$ cat src/rtl/pll_reset_seq.sv
`default_nettype none
`timescale 1ns/1ps
// +----------------------------------------------------------------------------+
// | Module      : pll_reset_seq                                                |
// | Description : Staged reset sequencer driven by PLL lock. Waits for a       |
// |               qualified lock, releases the core reset, and releases the io |
// |               reset STAGE_GAP cycles later. It counts lock losses that     |
// |               occur after release has started.                             |
// | Revision    : 1.0 - initial release                                        |
// +----------------------------------------------------------------------------+
module pll_reset_seq #(
  parameter int unsigned LOCK_CYCLES = 16,
  parameter int unsigned STAGE_GAP   = 8
) (
  input  logic       clk,
  input  logic       reset,
  input  logic       locked,
  output logic       rst_core,
  output logic       rst_io,
  output logic       ready,
  output logic [7:0] lock_loss_count,
  output logic [1:0] state
);

  typedef enum logic [1:0] {
    WAIT_LOCK = 2'd0,
    STABLE    = 2'd1,
    REL_CORE  = 2'd2,
    RUN       = 2'd3
  } state_t;

  // Terminal counter values. The counter starts at zero on entry to each timed
  // state, so the last qualifying cycle is at count N-1.
  localparam logic [15:0] c_LOCK_LAST = 16'(LOCK_CYCLES - 1);
  localparam logic [15:0] c_GAP_LAST  = 16'(STAGE_GAP - 1);

  logic        r_sync1;
  logic        r_locked_s;
  state_t      r_state;
  logic [15:0] r_cnt;
  logic        r_rst_core;
  logic        r_rst_io;
  logic        r_ready;
  logic [7:0]  r_loss_cnt;
  logic        w_loss_sat;

  assign w_loss_sat = (r_loss_cnt == 8'hFF);

  // Bring the asynchronous lock indication into the clk domain.
  always_ff @(posedge clk or posedge reset) begin
    if (reset) begin
      r_sync1    <= 1'b0;
      r_locked_s <= 1'b0;
    end else begin
      r_sync1    <= locked;
      r_locked_s <= r_sync1;
    end
  end

  // Sequencer FSM. Outputs are registered and updated on the same edge as
  // the transition, so they always agree with the state register.
  // A loss of lock has priority over every timed transition.
  always_ff @(posedge clk or posedge reset) begin
    if (reset) begin
      r_state    <= WAIT_LOCK;
      r_cnt      <= 16'd0;
      r_rst_core <= 1'b1;
      r_rst_io   <= 1'b1;
      r_ready    <= 1'b0;
      r_loss_cnt <= 8'd0;
    end else begin
      case (r_state)
        WAIT_LOCK: begin
          if (r_locked_s) begin
            r_state <= STABLE;
            r_cnt   <= 16'd0;
          end
        end
        STABLE: begin
          if (!r_locked_s) begin
            // Glitch during qualification: restart without counting a loss.
            r_state <= WAIT_LOCK;
            r_cnt   <= 16'd0;
          end else if (r_cnt == c_LOCK_LAST) begin
            r_state    <= REL_CORE;
            r_cnt      <= 16'd0;
            r_rst_core <= 1'b0;
          end else begin
            r_cnt <= r_cnt + 16'd1;
          end
        end
        REL_CORE: begin
          if (!r_locked_s) begin
            r_state    <= WAIT_LOCK;
            r_cnt      <= 16'd0;
            r_rst_core <= 1'b1;
            r_rst_io   <= 1'b1;
            r_ready    <= 1'b0;
            if (!w_loss_sat) r_loss_cnt <= r_loss_cnt + 8'd1;
          end else if (r_cnt == c_GAP_LAST) begin
            r_state  <= RUN;
            r_cnt    <= 16'd0;
            r_rst_io <= 1'b0;
            r_ready  <= 1'b1;
          end else begin
            r_cnt <= r_cnt + 16'd1;
          end
        end
        RUN: begin
          if (!r_locked_s) begin
            r_state    <= WAIT_LOCK;
            r_cnt      <= 16'd0;
            r_rst_core <= 1'b1;
            r_rst_io   <= 1'b1;
            r_ready    <= 1'b0;
            if (!w_loss_sat) r_loss_cnt <= r_loss_cnt + 8'd1;
          end
        end
      endcase
    end
  end

  assign rst_core        = r_rst_core;
  assign rst_io          = r_rst_io;
  assign ready           = r_ready;
  assign lock_loss_count = r_loss_cnt;
  assign state           = r_state;

endmodule
`default_nettype wire

$ cat config.mk
export PLATFORM = sky130hd
export DESIGN_NAME = pll_reset_seq
export DESIGN_NICKNAME = d
export VERILOG_FILES = /design/src/rtl/pll_reset_seq.sv
export SDC_FILE = /design/constraint.sdc
export NUM_CORES = 1
export LEC_CHECK = 0
export CELL_PAD_IN_SITES_DETAIL_PLACEMENT = 2
export CELL_PAD_IN_SITES_GLOBAL_PLACEMENT = 2
export CORE_MARGIN = 2
export CORE_UTILIZATION = 30
export CTS_BUF_LIST = sky130_fd_sc_hd__clkbuf_4
export DETAILED_ROUTE_END_ITERATION = 6
export HOLD_SLACK_MARGIN = 0.15
export PLACE_DENSITY_LB_ADDON = 0.1
export SYNTH_ARGS = -nofsm -noshare
export SYNTH_HDL_FRONTEND = slang
export SYNTH_SLANG_ARGS = --single-unit
export TNS_END_PERCENT = 20
$ cat constraint.sdc
create_clock -name clk -period 2.7 [get_ports clk]
set_input_delay 0.81 -clock clk [delete_from_list [all_inputs] [get_ports clk]]
set_output_delay 0.81 -clock clk [all_outputs]
set_load 0.02 [all_outputs]
==> flow_summary.ini <==
[routing]
via_per_inst = 5.04
drc = 0
drtPass1Iterations = 4
drtIter0Drc = 64
num_vias = 1280
wl_per_cell_um = 16.1
drtAntennaViolNets = 0
wl_um = 4080

[timing]
slew_headroom_pct = 74.9
finalCritPeriodShare_pct = 85.0
setup_viol_count_final = 0
hold_ws_ns = 0.370
rsz0062_at_grt = no
clock_skew_ns = 0.00603
fin_crit_ns = 2.30
drv_slew = 0
tns_ns = 0
clock.fmax_mhz = 436
finalHoldViolCount = 0
worst_slew_pin_slew_ns = 0.367

[clock_tree]
postCtsSetupBuffers = 0
root_buffer = clkbuf_4
clk_path_buf_depth = 2
clock_sinks = 31
h-tree-depth = 2
cts_hold_buf = 0
path_clk_slew_ns = 0.10
cts_tree = yes
cts_inserted_buffers = 5
clk_latency_ns = 0.33
cts_resized = 0

[placement]
place_congestion = 0.843
dp.cells = 246
portBuffers = 15
hpwl_um = 2970

[worst_hold_path]
hp-class = register to register
hp-start = r_sync1

[die]
die_area_um2 = 6100
die_w_um = 78.1
die_y_um = 78.1
initial_core_util_pct = 31.6
io_pins = 16
core_area_um2 = 5200
num_rows = 26

[setup_path]
crit_start = state[0]
end_kind = register
path_delay_family = simple AND/OR/NAND/NOR gates
worstPathRequired_ns = 2.95
cp-start-kind = register
critical_path_class = register to register
rr_startpoint = state[0]
worstPathCellList = inv_1 > ha_1 > mux2_4 > or2_1 > or4_1 > a21oi_1
max_stage_delay_ns = 0.54
cp_max_fo = 11
arrival_ns = 2.55
path_buf_inv = 1
crit_slowest_cell = or4_1

[synthesis]
synth-async-reset-ratio_pct = 100
synthMuxAreaShare_pct = 5.32
synth.avg_cell_area_um2 = 10.1
ys_seq_elements = 31
synthAdderAreaFrac_pct = 5.32
synth_top_family_by_area = simple AND/OR/NAND/NOR gates
synth_xor_area_share_pct = 9.04
ys.flop_type = dfrtp_1
synth_compound_area_share_pct = 9.12
synth_nets = 173
ys_types = 38
syn-cell-area_um2 = 1650
ys_warn_count = 0
synth-seq-area-share_pct = 47.3
netlist_instances = 163
synth_edf_count = 0
synthSimpleGateAreaFrac_pct = 20.6

[finish]
multi_input_area_um2 = 813
most-common-layout-cells = dfrtp_1, nor2_1, clkdlybuf4s50_1, xnor2_1, nand2_1
instances_no_fill = 254
layout_commonest_cell = dfrtp_1
seq_area_um2 = 778
areaGrowthSynthToFinish_pct = 17.8
finalNetCount = 193
n_antenna_cell = 0
fill_cells = 590
drive_gt1_share_pct = 11.4

[power]
p_total_mw = 1.05
power.density_nw_per_um2 = 540
leakagePower_nw = 0.818
peakVddDrop_mv = 0.236

[grt]
grt_pass1_wl_um = 7160
grt_max_degree = 32
grt_overflow = 0
grt_pass1_vias = 1463
antenna_found_initial = 0
grt_use_total_pct = 15.0

[flow_run]
drv_cap = 0

[status]
status = finished, final reports clean
state kept, by name, summed over array words and instances (netlist names):
signal and cells:
r_locked_s 1, rst_io 1, lock_loss_count 8, r_sync1 1, rst_core 1, state 2
r_cnt 16, ready 1
through the flow:
| step | worst slack, ns | cell area, µm² | util [%] |
|---|---|---|---|
| global placement | 0.573 | 1880 | 36.2 |
| floorplan | 0.516 | 1650 | - |
| detailed placement | 0.429 | 1880 | 36.2 |
| finish | 0.404 | 1940 | 37.3 |
| global route | 0.226 | 1940 | 37.3 |
| CTS | 0.382 | 1940 | 37.3 |
synth_stat cells, types with 2 or more instances:
cell type	count	share of area (%)
o21ba_2	2	1.2
nor4_1	8	3.0
or2_2	2	0.76
xnor2_1	12	6.4
a21oi_1	8	2.4
nand2_1	10	2.3
or4_1	2	0.91
nand4_1	9	3.4
and3_1	2	0.76
buf_2	2	0.61
mux2i_1	5	3.0
nand3_1	7	2.1
nor3b_1	2	0.91
a21o_1	2	0.91
inv_1	6	1.4
dfrtp_1	29	44
o21ai_0	2	0.61
nor2_1	15	3.4
dfstp_2	2	3.2
o31ai_1	3	1.4
nor3_1	3	0.91
clkbuf_1	3	0.68
xor2_1	5	2.7
mux2_2	2	1.4
ha_1	7	5.3
where the power goes:
part	switching [mW]	leakage, nW	total, mW	internal [mW]
Combinational	0.159	0.368	0.261	0.102
Clock	0.166	0.0317	0.276	0.110
Sequential	0.0261	0.418	0.511	0.485
path summary, 6_finish.rpt:
path	end	slack [ns]	cells after the start
max	r_cnt[15]	0.40	6
min	r_locked_s	0.37	0
max reg2reg	r_cnt[15]	0.40	6
min reg2reg	r_locked_s	0.37	0
max in group asynchronous	rst_io	1.52	3
min in group asynchronous	r_cnt[4]	0.86	3
logic make-up after synthesis:
group                      count (synthesis)
DFF                                       31
xor gates and xnor gates                  17
muxes                                      8
AOI/OAI and AO/OA                         23
adders and majority gates                  7
buffers and inverters                     12
and+or+nand+nor                           65
layout make-up:
type,instances,share of cell area (%)
clock buffer,6,2.32
clock inverter,2,0.645
inverter,6,1.16
multi-input combinational,120,41.9
sequential,31,40.1
tap,70,4.52
timing repair buffer,19,9.29
layer usage:
layer / track usage [%] / vias up / routed length, µm
li1: - / 615 / -
met1: 18.9 / 650 / 1830
met2: 26.0 / 13 / 2130
met3: 3.56 / 2 / 96
met4: 3.68 / 0 / 21
met5: 0 / - / 0
Note: power is estimated with default switching activity, not from simulation.
==> RTL edit 1 (same flow settings) <==
Put one more register stage on the output `lock_loss_count`, with the module's reset. The value now appears one clock later. The other outputs are not delayed to match.
--- a/src/rtl/pll_reset_seq.sv
+++ b/src/rtl/pll_reset_seq.sv
@@ -124,5 +124,11 @@
   assign rst_io          = r_rst_io;
   assign ready           = r_ready;
-  assign lock_loss_count = r_loss_cnt;
+  always_ff @(posedge clk or posedge reset) begin
+    if (reset) begin
+      lock_loss_count <= '0;
+    end else begin
+      lock_loss_count <= r_loss_cnt;
+    end
+  end
   assign state           = r_state;
 
Check against the original RTL: same outputs for any inputs over 10 cycles, from zero or initial values and one cycle with reset high; that may be too few to reach the edited logic, so the function may still have changed.
==> RTL edit 1 against the original RTL <==
Cell area increased by 13%. Synthesized area increased by 14%. Via count increased by 6.3%. Sequential share of layout area increased by 4.4 points. Sequential cell count increased by 8. Critical path type unchanged. Worst setup slack got worse by 150 ps. Routed wire length increased by 7.3%. Clock skew increased by 1.1 ps. Critical path depth increased by 1.
Power is not compared: it rests on default switching activity, and its combinational part moved more than twofold at a synthesized area within 25%.
==> RTL edit 1: results (changes against the original RTL) <==
stage	metric	value	unit	change
critical_path	Worst EP arrival	2670	ps	was 2550 ps
critical_path	critical-path maximum fanout	17		was 11
global_route	vias in the first global route	1551		was 1463
drt	First-pass DRT Iterations	3		was 4
clock_tree	Clk Latency, worst-skew pair	350	ps	was 330 ps
synthesis	post-synthesis mux area share	0.0300		was 0.0532
synthesis	syn_area_per_cell	10.8	sq um	was 10.1 sq um
drt	Total Routed Length	4380	um	was 4080 um
synthesis	Post-Synth XOR/XNOR Area	0.0746		was 0.0904
timing	WHS	369	ps	was 370 ps
drt	Starting DRT DRC Count	42		was 64
placed_design	Final GP Congestion	0.714		was 0.843
clock_tree	Worst-path clk slew	130	ps	was 100 ps
synthesis	Synth Area in Adders	0.0466		was 0.0532
critical_path	R2R cell count	7		was 6
global_route	largest net degree at the start of global routing	40		was 32
global_route	GRT Util Overall	0.142		was 0.150
critical_path	CP endpoint	r_cnt[13]		was r_cnt[15]
drt	routed via count	1360		was 1280
layout	fill count	654		was 590
status	status	completed		unchanged
timing	Layout Skew	7.16	ps	was 6.03 ps
synthesis	number of distinct library cells after synthesis	39		was 38
synthesis	synth cell count leaders	dfrtp_1, nor2_1, nand2_1, xnor2_1		was dfrtp_1, nor2_1, xnor2_1, nand2_1, nand4_1
global_route	first-pass GRT wire length	7870	um	was 7160 um
synthesis	Synth Area in Compound Gates	0.0839		was 0.0912
timing	fin crit share	0.907		was 0.850
layout	nets	207		was 193
-- RTL edit 1: area by class of cell --
class	count	area [sq um]	share of cell area
flip-flops and latches	39	978	0.445
inverters	10	37.5	0.0171
repair buffers	18	173	0.0785
well taps	75	93.8	0.0427
clock buffers	5	37.5	0.0171
multi-input cells	123	855	0.389
clock inverters	3	23.8	0.0108
-- RTL edit 1: report_power, final --
part / switching [mW] / internal, mW / leakage [nW]
Combinational: 0.378 / 0.281 / 0.387
Sequential: 0.0868 / 0.681 / 0.515
Clock: 0.213 / 0.104 / 0.0278
-- RTL edit 1: per-layer routing --
metal / GRT usage / part of all wire
met1: 0.179 / 0.47
met2: 0.237 / 0.49
met3: 0.0328 / 0.027
met4: 0.0537 / 0.013
met5: 0 / 0
-- RTL edit 1: worst max-delay path: cells and delay by family (launching register included) --
family | cells | cell delay [ps]
mux | 1 | 360
simple gates | 3 | 970
xor+xnor | 1 | 160
buf+inv | 1 | 140
fa+ha+maj | 1 | 200
flops | 1 | 490
==> RTL edit 2 (same settings) <==
Without the edit above. Set the parameter `STAGE_GAP` to 7 (it was 8).
--- a/src/rtl/pll_reset_seq.sv
+++ b/src/rtl/pll_reset_seq.sv
@@ -11,5 +11,5 @@
 module pll_reset_seq #(
   parameter int unsigned LOCK_CYCLES = 16,
-  parameter int unsigned STAGE_GAP   = 8
+  parameter int unsigned STAGE_GAP   = 7
 ) (
   input  logic       clk,
Formal check against the unedited RTL: same outputs for any inputs over 10 cycles, from zero or initial values and one cycle with reset high; that may be too few to reach the edited logic, so the function may still have changed.
==> RTL edit 2 against the original RTL <==
Synthesized area grew 3.5%. Critical path type unchanged. First-iteration DRC count down 52%. Worst setup slack got worse by 93 ps. Sequential cell count is the same. Cell area increased by 2.8%. Routed wire length increased by 5.2%. Clock skew rose by 5.4 ps. Maximum frequency shrank 3.9%. Largest cell class unchanged. Count of clock-buffer cells in the layout is the same.
Power is not compared: it rests on default switching activity, and its combinational part moved more than twofold at a synthesized area within 25%.
==> RTL edit 2: results (changes against the original RTL) <==
stage	metric	value	unit	change
layout	max reg flops	16		unchanged
drt	per-cell routed wire length	15.9	um	was 16.1 um
placed_design	Final GP Congestion	0.824		was 0.843
global_route	first-pass GRT wire length	7630	um	was 7160 um
drt	Starting DRT DRC Count	31		was 64
drt	via/cell ratio	5.11		was 5.04
global_route	vias in the first global route	1525		was 1463
critical_path	critical-path maximum fanout	6		was 11
synthesis	syn nets	188		was 173
timing	Pins Over Slew Limit	0		unchanged
placed_design	IO buf count	15		unchanged
layout	n_diodes	0		unchanged
drt	First-pass DRT Iterations	3		was 4
clock_tree	Worst-path clk slew	110	ps	
layout	fill count	603		was 590
synthesis	Seq/Total Area, Yosys	0.457		was 0.473
hold_path	worst hold path type	flip-flop to flip-flop		unchanged
status	status	completed		unchanged
layout	Biggest register	r_cnt		unchanged
layout	layout cells sized above 1	0.111		was 0.114
clock_tree	clock root buffer	clkbuf_4		unchanged
synthesis	synth cell count leaders	dfrtp_1, nor2_1, nand3_1, nand2_1		was dfrtp_1, nor2_1, xnor2_1, nand2_1, nand4_1
clock_tree	post-CTS sizing	0		unchanged
global_route	GRT Util Overall	0.157		was 0.150
timing	Layout Skew	11.4	ps	was 6.03 ps
critical_path	Worst EP arrival	2600	ps	was 2550 ps
run	max_cap viols	0		unchanged
critical_path	R2R cell count	7		was 6
drt	ANT nets after route	0		unchanged
synthesis	YS warnings	0		unchanged
synthesis	main area contributors after synthesis	dfrtp_1, ha_1, nand3_1, nor2_1, xnor2_1		was dfrtp_1, xnor2_1, ha_1, nand4_1, nor2_1
synthesis	number of distinct library cells after synthesis	43		was 38
clock_tree	Longest Clk Path Bufs	2		unchanged
layout	nets	208		was 193
drt	DRC violations left	0		unchanged
placed_design	DP HPWL	3310	um	was 2970 um
timing	max_slew headroom	0.433		was 0.749
==> RTL edit 2: cell count changes in the layout (fill, tap and decap cells not counted), moves of 3 or more <==
cell | unedited run | this run
o21ai_1 | 1 | 4
nand2_1 | 10 | 17
inv_1 | 6 | 9
nand4_1 | 9 | 2
nor4_1 | 8 | 2
nor2_1 | 15 | 21
mux2i_1 | 5 | 2
nand3_1 | 7 | 18
nor3_1 | 3 | 6
xnor2_1 | 12 | 9
==> RTL edit 2: layout make-up <==
class | count | area [sq um] | share of cell area
clock buffers | 6 | 45.0 | 0.0226
multi-input cells | 132 | 862 | 0.432
repair buffers | 18 | 173 | 0.0866
flip-flops and latches | 31 | 778 | 0.390
well taps | 72 | 90.1 | 0.0452
clock inverters | 2 | 12.5 | 0.00627
inverters | 9 | 33.8 | 0.0169
==> RTL edit 2: path summary, 6_finish.rpt <==
check | start | end | slack [ps]
max | state[0] | r_cnt[13] | 310
min | r_sync1 | r_locked_s | 360
max reg2reg | state[0] | r_cnt[13] | 310
min reg2reg | r_sync1 | r_locked_s | 360
max in group asynchronous | reset | rst_io | 1510
min in group asynchronous | reset | lock_loss_count[1] | 860
==> RTL edit 2: per-layer routing <==
metal  global-route usage  routed length, um
met1                0.185               1740
met5                    0                  0
met3               0.0396                134
met2                0.281               2350
met4               0.0466                 70
==> RTL edit 2: per-stage QoR <==
step / instance area (sq um) / worst slack, ps / std cells
after floorplan: 1700 / 648 / 177
after global placement: 1940 / 425 / 262
after detailed placement: 1940 / 285 / 262
after CTS: 1990 / 271 / 270
after global routing: 1990 / 107 / 270
final: 1990 / 311 / 270
==> RTL edit 2: kinds of logic (layout without fill, tap and decap cells) <==
family / count (synthesis) / after routing / synth area share
fa+ha+maj: 8 / 8 / 0.0587
xor+xnor: 14 / 14 / 0.0720
compound gates: 23 / 23 / 0.0911
simple gates: 83 / 83 / 0.259
flops: 31 / 31 / 0.457
buf+inv: 14 / 35 / 0.0374
mux: 4 / 4 / 0.0250
==> RTL edit 2: power breakdown <==
group	internal (mW)	switching, mW	total (mW)
Sequential	0.530	0.0675	0.598
Clock	0.111	0.172	0.283
Combinational	0.253	0.347	0.600
==> RTL edit 2: critical path, stage by stage, from the launching register on <==
cell and delay (ps):
dfrtp_1 460, inv_1 120, ha_1 230, mux2_2 280
nor4_1 750, nand3_1 210, xor2_1 180, nor2_1 50
